[config.mk]
export PLATFORM = sky130hd
export DESIGN_NAME = sram_layer1_weight_loader
export DESIGN_NICKNAME = d
export VERILOG_FILES = /design/src/rtl/sram_layer1_weight_loader_pkg.sv /design/src/rtl/sram_layer1_weight_loader_packer.sv /design/src/rtl/sram_layer1_weight_loader.sv
export SDC_FILE = /design/constraint.sdc
export NUM_CORES = 2
export LEC_CHECK = 0
export BUFFER_PORTS_ARGS = -buffer_cell sky130_fd_sc_hd__buf_2
export CORE_AREA = 5 5 680 682
export DETAILED_ROUTE_END_ITERATION = 8
export DIE_AREA = 0 0 685 687
export HOLD_SLACK_MARGIN = 0.1
export PLACE_DENSITY_LB_ADDON = 0.2
export RECOVER_POWER = 25
export SKIP_CTS_REPAIR_TIMING = 1
export SLEW_MARGIN = 0
export SYNTH_ARGS = -nofsm -noshare
export SYNTH_HDL_FRONTEND = slang
export SYNTH_SLANG_ARGS = --single-unit
[constraint.sdc]
create_clock -name clk -period 3.9 [get_ports clk]
set_input_delay 0.78 -clock clk [delete_from_list [all_inputs] [get_ports clk]]
set_output_delay 0.78 -clock clk [all_outputs]
set_load 0.02 [all_outputs]
[src/rtl/sram_layer1_weight_loader_pkg.sv]
// Shared definitions for the layer-1 weight SRAM loader.
//   state_t / ST_*  : loader FSM encoding (IDLE, LOAD, WRITE, DONE)
//   cnt_width()     : counter width for a modulus n (at least 1 bit)
//   beats_of()      : stream beats per SRAM word
package sram_layer1_weight_loader_pkg;

  typedef logic [1:0] state_t;

  localparam state_t ST_IDLE  = 2'd0;
  localparam state_t ST_LOAD  = 2'd1;
  localparam state_t ST_WRITE = 2'd2;
  localparam state_t ST_DONE  = 2'd3;

  function automatic int cnt_width(input int n);
    return (n > 1) ? $clog2(n) : 1;
  endfunction

  function automatic int beats_of(input int sram_w, input int in_w);
    return sram_w / in_w;
  endfunction

endpackage

[src/rtl/sram_layer1_weight_loader_packer.sv]
// weight_beat_packer: assembles IN_WIDTH-bit beats into one WORD_WIDTH-bit
// SRAM word, first beat in the LSBs.
// Ports:
//   clk, reset_n  clock and asynchronous active-low reset
//   clear         synchronous discard of the partial word and beat count
//   accept        a beat is being taken this cycle
//   data          the beat
//   word          packed word including the beat being accepted this cycle
//   word_full     the accepted beat completes the word
module weight_beat_packer
  import sram_layer1_weight_loader_pkg::*;
#(
  parameter int IN_WIDTH   = 32,
  parameter int WORD_WIDTH = 160
) (
  input  logic                  clk,
  input  logic                  reset_n,
  input  logic                  clear,
  input  logic                  accept,
  input  logic [IN_WIDTH-1:0]   data,
  output logic [WORD_WIDTH-1:0] word,
  output logic                  word_full
);

  localparam int BEATS  = beats_of(WORD_WIDTH, IN_WIDTH);
  localparam int BEAT_W = cnt_width(BEATS);

  logic [WORD_WIDTH-1:0] pack;
  logic [BEAT_W-1:0]     beat_cnt;

  assign word_full = accept && (beat_cnt == BEAT_W'(BEATS - 1));

  // Word as it will look after this cycle's beat lands; lets the top
  // register the complete word on the same edge that accepts the last beat.
  always_comb begin
    word = pack;
    if (accept) begin
      word[beat_cnt*IN_WIDTH +: IN_WIDTH] = data;
    end
  end

  always_ff @(posedge clk or negedge reset_n) begin
    if (!reset_n) begin
      pack     <= '0;
      beat_cnt <= '0;
    end else if (clear) begin
      pack     <= '0;
      beat_cnt <= '0;
    end else if (accept) begin
      pack     <= word;
      beat_cnt <= word_full ? '0 : beat_cnt + 1'b1;
    end
  end

endmodule

[src/rtl/sram_layer1_weight_loader.sv]
// sram_layer1_weight_loader: streams weights into the layer-1 SRAM set bank.
// Packs BIT_WIDTH_SRAM/IN_WIDTH beats per word and writes words in set-major
// order (set 0 addr 0..DEPTH_SRAM-1, then set 1, ...).
// Optional build macro WEIGHT_LOADER_CHECKSUM_EN adds checksum_o.
// Ports:
//   clk, reset_n           clock, asynchronous active-low reset
//   start_i                begin a full load (only honoured in IDLE)
//   abort_i                return to IDLE, partial word discarded
//   in_valid_i/in_data_i   stream beat, taken when in_ready_o is high
//   in_ready_o             high while loading
//   port1_address_o        per-set address slices, zero when not selected
//   port1_enable_o         one-hot write strobe during the write cycle
//   port1_write_enable_o   same as port1_enable_o
//   port1_write_data_o     per-set data slices, zero when not selected
//   busy_o                 high in LOAD or WRITE
//   done_o                 one-cycle pulse after the final word
//   checksum_o             (macro only) 16-bit sum of accepted weight fields
module sram_layer1_weight_loader
  import sram_layer1_weight_loader_pkg::*;
#(
  parameter int BIT_WIDTH_WEIGHT  = 8,
  parameter int BIT_WIDTH_SRAM    = 160,
  parameter int DEPTH_SRAM        = 980,
  parameter int BIT_WIDTH_ADDRESS = 10,
  parameter int SET_NUM           = 10,
  parameter int IN_WIDTH          = 32
) (
  input  logic                                  clk,
  input  logic                                  reset_n,
  input  logic                                  start_i,
  input  logic                                  abort_i,
  input  logic                                  in_valid_i,
  input  logic [IN_WIDTH-1:0]                   in_data_i,
  output logic                                  in_ready_o,
  output logic [BIT_WIDTH_ADDRESS*SET_NUM-1:0]  port1_address_o,
  output logic [SET_NUM-1:0]                    port1_enable_o,
  output logic [SET_NUM-1:0]                    port1_write_enable_o,
  output logic [BIT_WIDTH_SRAM*SET_NUM-1:0]     port1_write_data_o,
  output logic                                  busy_o,
  output logic                                  done_o
`ifdef WEIGHT_LOADER_CHECKSUM_EN
  ,
  output logic [15:0]                           checksum_o
`endif
);

  localparam int BEATS = beats_of(BIT_WIDTH_SRAM, IN_WIDTH);
  localparam int SET_W = cnt_width(SET_NUM);

  generate
    if ((BIT_WIDTH_SRAM % IN_WIDTH) != 0 || BEATS < 1 || BIT_WIDTH_WEIGHT < 1) begin : g_width_check
      $error("sram_layer1_weight_loader: BIT_WIDTH_SRAM must be a nonzero multiple of IN_WIDTH");
    end
  endgenerate

  state_t                       state;
  state_t                       state_next;
  logic [BIT_WIDTH_ADDRESS-1:0] addr_cnt;
  logic [SET_W-1:0]             set_cnt;
  logic                         accept;
  logic                         start_load;
  logic                         clear;
  logic                         word_full;
  logic                         last_word;
  logic                         issue_write;
  logic [BIT_WIDTH_SRAM-1:0]    word;

  assign in_ready_o  = (state == ST_LOAD);
  assign busy_o      = (state == ST_LOAD) || (state == ST_WRITE);
  assign done_o      = (state == ST_DONE);
  assign accept      = in_valid_i && in_ready_o;
  assign start_load  = (state == ST_IDLE) && start_i;
  assign clear       = abort_i || start_load;
  assign issue_write = word_full && !abort_i;
  assign last_word   = (set_cnt == SET_W'(SET_NUM - 1)) &&
                       (addr_cnt == BIT_WIDTH_ADDRESS'(DEPTH_SRAM - 1));

  assign port1_write_enable_o = port1_enable_o;

  weight_beat_packer #(
    .IN_WIDTH   (IN_WIDTH),
    .WORD_WIDTH (BIT_WIDTH_SRAM)
  ) u_packer (
    .clk       (clk),
    .reset_n   (reset_n),
    .clear     (clear),
    .accept    (accept),
    .data      (in_data_i),
    .word      (word),
    .word_full (word_full)
  );

  always_comb begin
    state_next = state;
    if (abort_i) begin
      state_next = ST_IDLE;
    end else begin
      case (state)
        ST_IDLE:  if (start_i) state_next = ST_LOAD;
        ST_LOAD:  if (word_full) state_next = ST_WRITE;
        ST_WRITE: state_next = last_word ? ST_DONE : ST_LOAD;
        ST_DONE:  state_next = ST_IDLE;
        default:  state_next = ST_IDLE;
      endcase
    end
  end

  always_ff @(posedge clk or negedge reset_n) begin
    if (!reset_n) begin
      state <= ST_IDLE;
    end else begin
      state <= state_next;
    end
  end

  // Address/set counters advance once per completed write cycle.
  always_ff @(posedge clk or negedge reset_n) begin
    if (!reset_n) begin
      addr_cnt <= '0;
      set_cnt  <= '0;
    end else if (clear) begin
      addr_cnt <= '0;
      set_cnt  <= '0;
    end else if (state == ST_WRITE) begin
      if (addr_cnt == BIT_WIDTH_ADDRESS'(DEPTH_SRAM - 1)) begin
        addr_cnt <= '0;
        set_cnt  <= set_cnt + 1'b1;
      end else begin
        addr_cnt <= addr_cnt + 1'b1;
      end
    end
  end

  // Port registers: loaded on the edge that takes the last beat so the strobe
  // is visible during WRITE, and cleared every other cycle so unselected
  // slices never carry stale values.
  always_ff @(posedge clk or negedge reset_n) begin
    if (!reset_n) begin
      port1_enable_o     <= '0;
      port1_address_o    <= '0;
      port1_write_data_o <= '0;
    end else begin
      port1_enable_o     <= '0;
      port1_address_o    <= '0;
      port1_write_data_o <= '0;
      if (issue_write) begin
        port1_enable_o[set_cnt]                                           <= 1'b1;
        port1_address_o[set_cnt*BIT_WIDTH_ADDRESS +: BIT_WIDTH_ADDRESS]   <= addr_cnt;
        port1_write_data_o[set_cnt*BIT_WIDTH_SRAM +: BIT_WIDTH_SRAM]      <= word;
      end
    end
  end

`ifdef WEIGHT_LOADER_CHECKSUM_EN
  localparam int FIELDS = IN_WIDTH / BIT_WIDTH_WEIGHT;

  logic [15:0] beat_sum;

  always_comb begin
    beat_sum = '0;
    for (int i = 0; i < FIELDS; i++) begin
      beat_sum = beat_sum + 16'(in_data_i[i*BIT_WIDTH_WEIGHT +: BIT_WIDTH_WEIGHT]);
    end
  end

  // Beats dropped by a coincident abort are not counted.
  always_ff @(posedge clk or negedge reset_n) begin
    if (!reset_n) begin
      checksum_o <= '0;
    end else if (start_load) begin
      checksum_o <= '0;
    end else if (accept && !abort_i) begin
      checksum_o <= checksum_o + beat_sum;
    end
  end
`endif

endmodule

After elaboration in Yosys (flattened, before gate mapping) --
Cells that the tools add are included. W data, S select, Z words.
Storage, ports and cells: flip-flop bits (word level) 1889, output and inout bits 1723
Cells by class: add/sub/neg operators 6, multiply operators 2, $lt $le $gt $ge 2, equal/unequal tests 8, shifts and indexed selects 6, muxes and demuxes 23, bitwise gates (word level) 2, reductions and logical operators 15
Operators by type and width (number):
- $and A1600 B1600 Y1600 | 1
- $mux W1600 | 1
- $shift A160 B34 Y1600 const A | 1
- $shiftx A160 B34 Y1600 | 1
- $mux W160 | 3
- $bwmux W160 | 1
- $shift A32 B34 Y160 const A | 1
- $shiftx A32 B34 Y160 | 1
- $and A100 B100 Y100 | 1
- $mux W100 | 1
- $shift A10 B34 Y100 const A | 1
- $shiftx A10 B34 Y100 | 1
- $neg A8 Y34 | 2
- $mux W10 | 4
- $neg A12 Y34 | 1
- $mul A4 B3 Y7 const B | 2
- $mux W4 | 3
- $add A10 B1 Y10 const B | 1
- $eq A10 B10 Y1 const B | 1
- $mux W3 | 3
- $mux W2 | 4
- $pmux W2 S4 | 1
- $logic_and A1 B1 Y1 | 6
- $reduce_bool A2 Y1 | 3
- 16 further kinds | 19

Depth between registers and ports, before layout --
word-level depth 7, mapped depth 16

Cells and area by module --
From an unflattened synthesis, not the netlist that was laid out.
Unflattened totals: cell total of the unflattened synthesis 6894, area total of the unflattened synthesis 74500.2 um^2
By module, submodules not included:
- sram_layer1_weight_loader | times used 1, cells an instance 5953, area an instance 66032.1 um^2, sequential area each 43191.4 um^2
- weight_beat_packer | times used 1, cells an instance 941, area an instance 8468.1 um^2, sequential area each 4078.9 um^2

Worst setup path after synthesis --
No wires, ideal clock.
path kind register -> register, start register set_cnt[0], end register port1_address_o[9], arrival 3.726 ns, data required time 3.796 ns, slack 0.070 ns, cell stages (with the launch flop) 16, path buffers 4, clock period less this slack 3.830 ns, cells stage by stage dfrtp_1 inv_1 clkbuf_1 buf_1 ha_1 nor3b_2 nand2_1 nor2_1 ha_1 nand4b_1 or3_1 clkbuf_1 o22ai_2 o21ai_1 clkbuf_1 a221oi_1
On the way: cells in the longest elaborated chain, start to end 5, elaborated cells between the ends (all ways) 6, classes of those cells add/sub (1); mul (1); shift (2); mux (1); bitwise (1)
RTL lines:
- start: declaration | line sram_layer1_weight_loader.sv:59 | logic [SET_W-1:0] set_cnt;
- start signal: assignment | line sram_layer1_weight_loader.sv:127 | set_cnt <= set_cnt + 1'b1;
- $mul A4 B3 Y7 * | line sram_layer1_weight_loader.sv:148 | port1_address_o[set_cnt*BIT_WIDTH_ADDRESS +: BIT_WIDTH_ADDRESS] <= addr_cnt;
- $neg A8 Y34 * | line sram_layer1_weight_loader.sv:148
- $shiftx A10 B34 Y100 / $shift A10 B34 Y100 (equally long branches) | line sram_layer1_weight_loader.sv:148
- $and A100 B100 Y100 (no source line) *
- $mux W100 * | line sram_layer1_weight_loader.sv:146 | if (issue_write) begin
- end signal: indexed assignment | line sram_layer1_weight_loader.sv:148
- end: declaration | line sram_layer1_weight_loader.sv:35 | output logic [BIT_WIDTH_ADDRESS*SET_NUM-1:0] port1_address_o,
Every way passes the cells marked *; elsewhere a longest branch is shown, timed or not. A chain may end at the register's enable or synchronous reset.

Final worst setup path --
start register set_cnt[0], end register port1_write_data_o[1444]
On the way: cells in the longest elaborated chain, start to end 5, elaborated cells between the ends (all ways) 6, classes of those cells add/sub (1); mul (1); shift (2); mux (1); bitwise (1)
RTL lines:
- $mul A4 B3 Y7 * | line sram_layer1_weight_loader.sv:149 | port1_write_data_o[set_cnt*BIT_WIDTH_SRAM +: BIT_WIDTH_SRAM] <= word;
- $neg A12 Y34 * | line sram_layer1_weight_loader.sv:149
- $shiftx A160 B34 Y1600 / $shift A160 B34 Y1600 (equally long branches) | line sram_layer1_weight_loader.sv:149
- $and A1600 B1600 Y1600 (no source line) *
- $mux W1600 * | line sram_layer1_weight_loader.sv:146
- end signal: indexed assignment | line sram_layer1_weight_loader.sv:149
- end: declaration | line sram_layer1_weight_loader.sv:38 | output logic [BIT_WIDTH_SRAM*SET_NUM-1:0] port1_write_data_o,
Marks and branches as above.

==> flow_summary.yaml <==
timing:
  rsz0062_at_grt: "true"
  fmax_mhz: 254
  slew_violations: 445
  final.setup_skew_ps: 131
  worst_pin_slew_ps: 2590
  setup_viol: 10
  fin_crit_sh_pct: 101
  timing.final.ws_setup_ps: -30.6
  hold_slack_ps: 227
  slew_headroom_pct: -72.9
  hold_viol: 0
  timing.final.crit_period_ps: 3930
place:
  io_buffer_count: 1759
  gp_congestion: 0.951
  dp_cells: 15300
  dpl.hpwl_um: 474000
  place_ws_ps: -410
yosys:
  synth_ff_type: "dfrtp_1"
  synth_edf_count: 0
  seq_area_frac_synth_pct: 61.7
  ys_async_sr_fraction_pct: 100
  synth_area_um2: 76600
  syn_avg_cell_area_um2: 10.9
  syn-instance-count: 7011
  synth_nets: 7069
  yosysUniqueCellTypes: 97
  yosys_warnings: 0
  ys_ff_latch: 1889
grt:
  grt_max_degree: 134
  antenna_found_initial: 65
  grt_pass1_wl_um: 765000
  grt_pass1_vias: 73100
  grt_overflow: 0
  gr-usage-all-layers_pct: 24.3
cts:
  tritoncts: "yes"
  clk_pin_slew_ps: 60
  cts_buffers: 233
  ctsHtreeMaxLevel: 4
  clk_latency_ps: 1020
  ctsRootBufferMaster: "clkbuf_16"
  clock_sinks: 1889
  cts-root-to-sink-buffers: 4
power:
  peakVddDrop_uv: 433
  power_w: 0.0458
  power_density_nw_per_um2: 413
  p_leak_nw: 53.0
run_status:
  violations: "max-capacitance violations, max-slew violations, negative setup slack"
  status: "complete, but fails checks"
setup_path:
  path_cells: "ha_1, ha_1, or4_4, o31ai_4, buf_12, buf_4, a21oi_1, o32ai_4, a2bb2oi_1, buf_4, nor2_1"
  crit_path_top_delay_cell: "o32ai_4"
  worstPathMaxFanout: 16
  cpLargestDelayFamily: "compound AO/OA/AOI/OAI gates"
  path_buf_inv: 3
  critical-path-max-stage-delay_ps: 520
  crit_type: "reg -> reg"
  start_kind: "flip-flop"
  crit_required_ps: 4690
  cp.arrival_ps: 4730
  crit_path_end_kind: "flip-flop"
  ff2ff_setup_slack_ps: -30
detailed_routing:
  dr.pass1.iters: 8
  routed_wl_um: 596000
  wire_per_inst_um: 37.8
  drc: 0
  ant_nets: 0
  drt_iter0_drc: 6960
  dr_total_vias: 71700
  avgViaCountPerCell: 4.55
layout:
  mostFrequentLayoutCells: "1888 x dfrtp_1, 1758 x buf_2, 1376 x nor2_1"
  finalNonFillerCells: 15700
  syn2layout_area_growth_pct: 44.8
  fill_cells: 48900
  nets: 9567
  final_common_cell: "dfrtp_1"
  drive_gt1_share_pct: 37.5
hold_path:
  hold_path.class: "in -> reg"
floorplan:
  start_util_pct: 16.8
  row_count: 248
  die_width_um: 685
  die_area_um2: 471000
  ios: 1760
  fp.dieH_um: 687
  core_um2: 455000
job:
  max_cap_violations: 7
[per-layer routing]
| metal | GRT usage (%) | share of wire, % |
|---|---|---|
| met4 | 13.2 | 6.6 |
| met1 | 28.9 | 39 |
| met5 | 0 | 0.012 |
| met3 | 6.99 | 8.3 |
| met2 | 39.4 | 46 |
[worst paths after layout]
path,to,cells past startpoint,from
min in group asynchronous,port1_write_data_o[948]$_DFF_PN0_,2,reset_n
worst max-delay path,port1_write_data_o[1444]$_DFF_PN0_,11,set_cnt[0]$_DFFE_PN0P_
worst max register to register,port1_write_data_o[1444]$_DFF_PN0_,11,set_cnt[0]$_DFFE_PN0P_
max in group asynchronous,u_packer.pack[111]$_DFFE_PN0P_,4,reset_n
worst min register to register,u_packer.beat_cnt[2]$_DFFE_PN0P_,3,u_packer.beat_cnt[2]$_DFFE_PN0P_
worst min-delay path,u_packer.pack[48]$_DFFE_PN0P_,3,in_data_i[16]
[tightest hold or removal path: stages]
cell	delay, ps
buf_2	160
nand3_1	120
a21oi_1	70
[report_power, final]
| part | total (W) | internal, W | switching [W] | leakage, nW |
|---|---|---|---|---|
| sequential | 0.0197 | 0.0196 | 0.0000303 | 26.4 |
| clock | 0.0236 | 0.0140 | 0.00958 | 4.00 |
| combinational | 0.00256 | 0.000576 | 0.00198 | 22.6 |
[state kept, by name, indices dropped and copies added (netlist names)]
name / flops
port1_enable_o: 10
addr_cnt: 10
state: 2
set_cnt: 4
u_packer.beat_cnt: 3
u_packer.pack: 160
port1_write_data_o: 1600
port1_address_o: 100
[cells in the mapped netlist, types with 37 or more instances]
cell type  instances  share of area [%]
a221oi_2          66                1.3
dfrtp_1         1889                 62
o31ai_1           37               0.36
nand2_1          436                2.1
nor2b_1          217                1.8
a22oi_1          133                1.3
o21ai_0          226                1.5
buf_2             94               0.61
nor2_1          1397                6.8
nand3_1          151               0.99
o22ai_1           53               0.43
clkbuf_1         476                2.3
a22o_1            38               0.43
mux2_2            68                1.0
and2_1           243                2.0
a2bb2oi_1        183                2.1
mux2i_1           73               0.95
and3_1           113               0.92
a221oi_1          62               0.71
a21oi_1          305                2.0
a32oi_1           43               0.49
o211ai_1         103                1.0
o22a_1            96                1.1
[layout make-up]
| class | count | area, µm² | share of cell area [%] |
|---|---|---|---|
| flip-flops and latches | 1889 | 47300 | 42.6 |
| multi-input cells | 4492 | 28000 | 25.2 |
| repair buffers | 2878 | 19900 | 17.9 |
| well taps | 6000 | 7510 | 6.76 |
| clock buffers | 314 | 6600 | 5.94 |
| clock inverters | 116 | 1610 | 1.45 |
| diodes | 41 | 103 | 0.0924 |
| inverters | 15 | 61.3 | 0.0552 |
[metrics by stage]
stage | setup TNS [ps] | instance area (µm²) | util [%]
after floorplan | 0 | 76600 | -
after global placement | -18480 | 102000 | 22.4
after detailed placement | -15360 | 102000 | 22.4
after CTS | -19540 | 110000 | 24.2
after global routing | -73.7 | 111000 | 24.4
final | -134 | 111000 | 24.4
[kinds of logic after synthesis]
family | synth area share, %
xor+xnor | 0.209
flops | 61.7
buf+inv | 3.35
mux | 1.95
compound gates | 16.7
simple gates | 15.7
fa+ha+maj | 0.343
(Power assumes the default switching activity.)
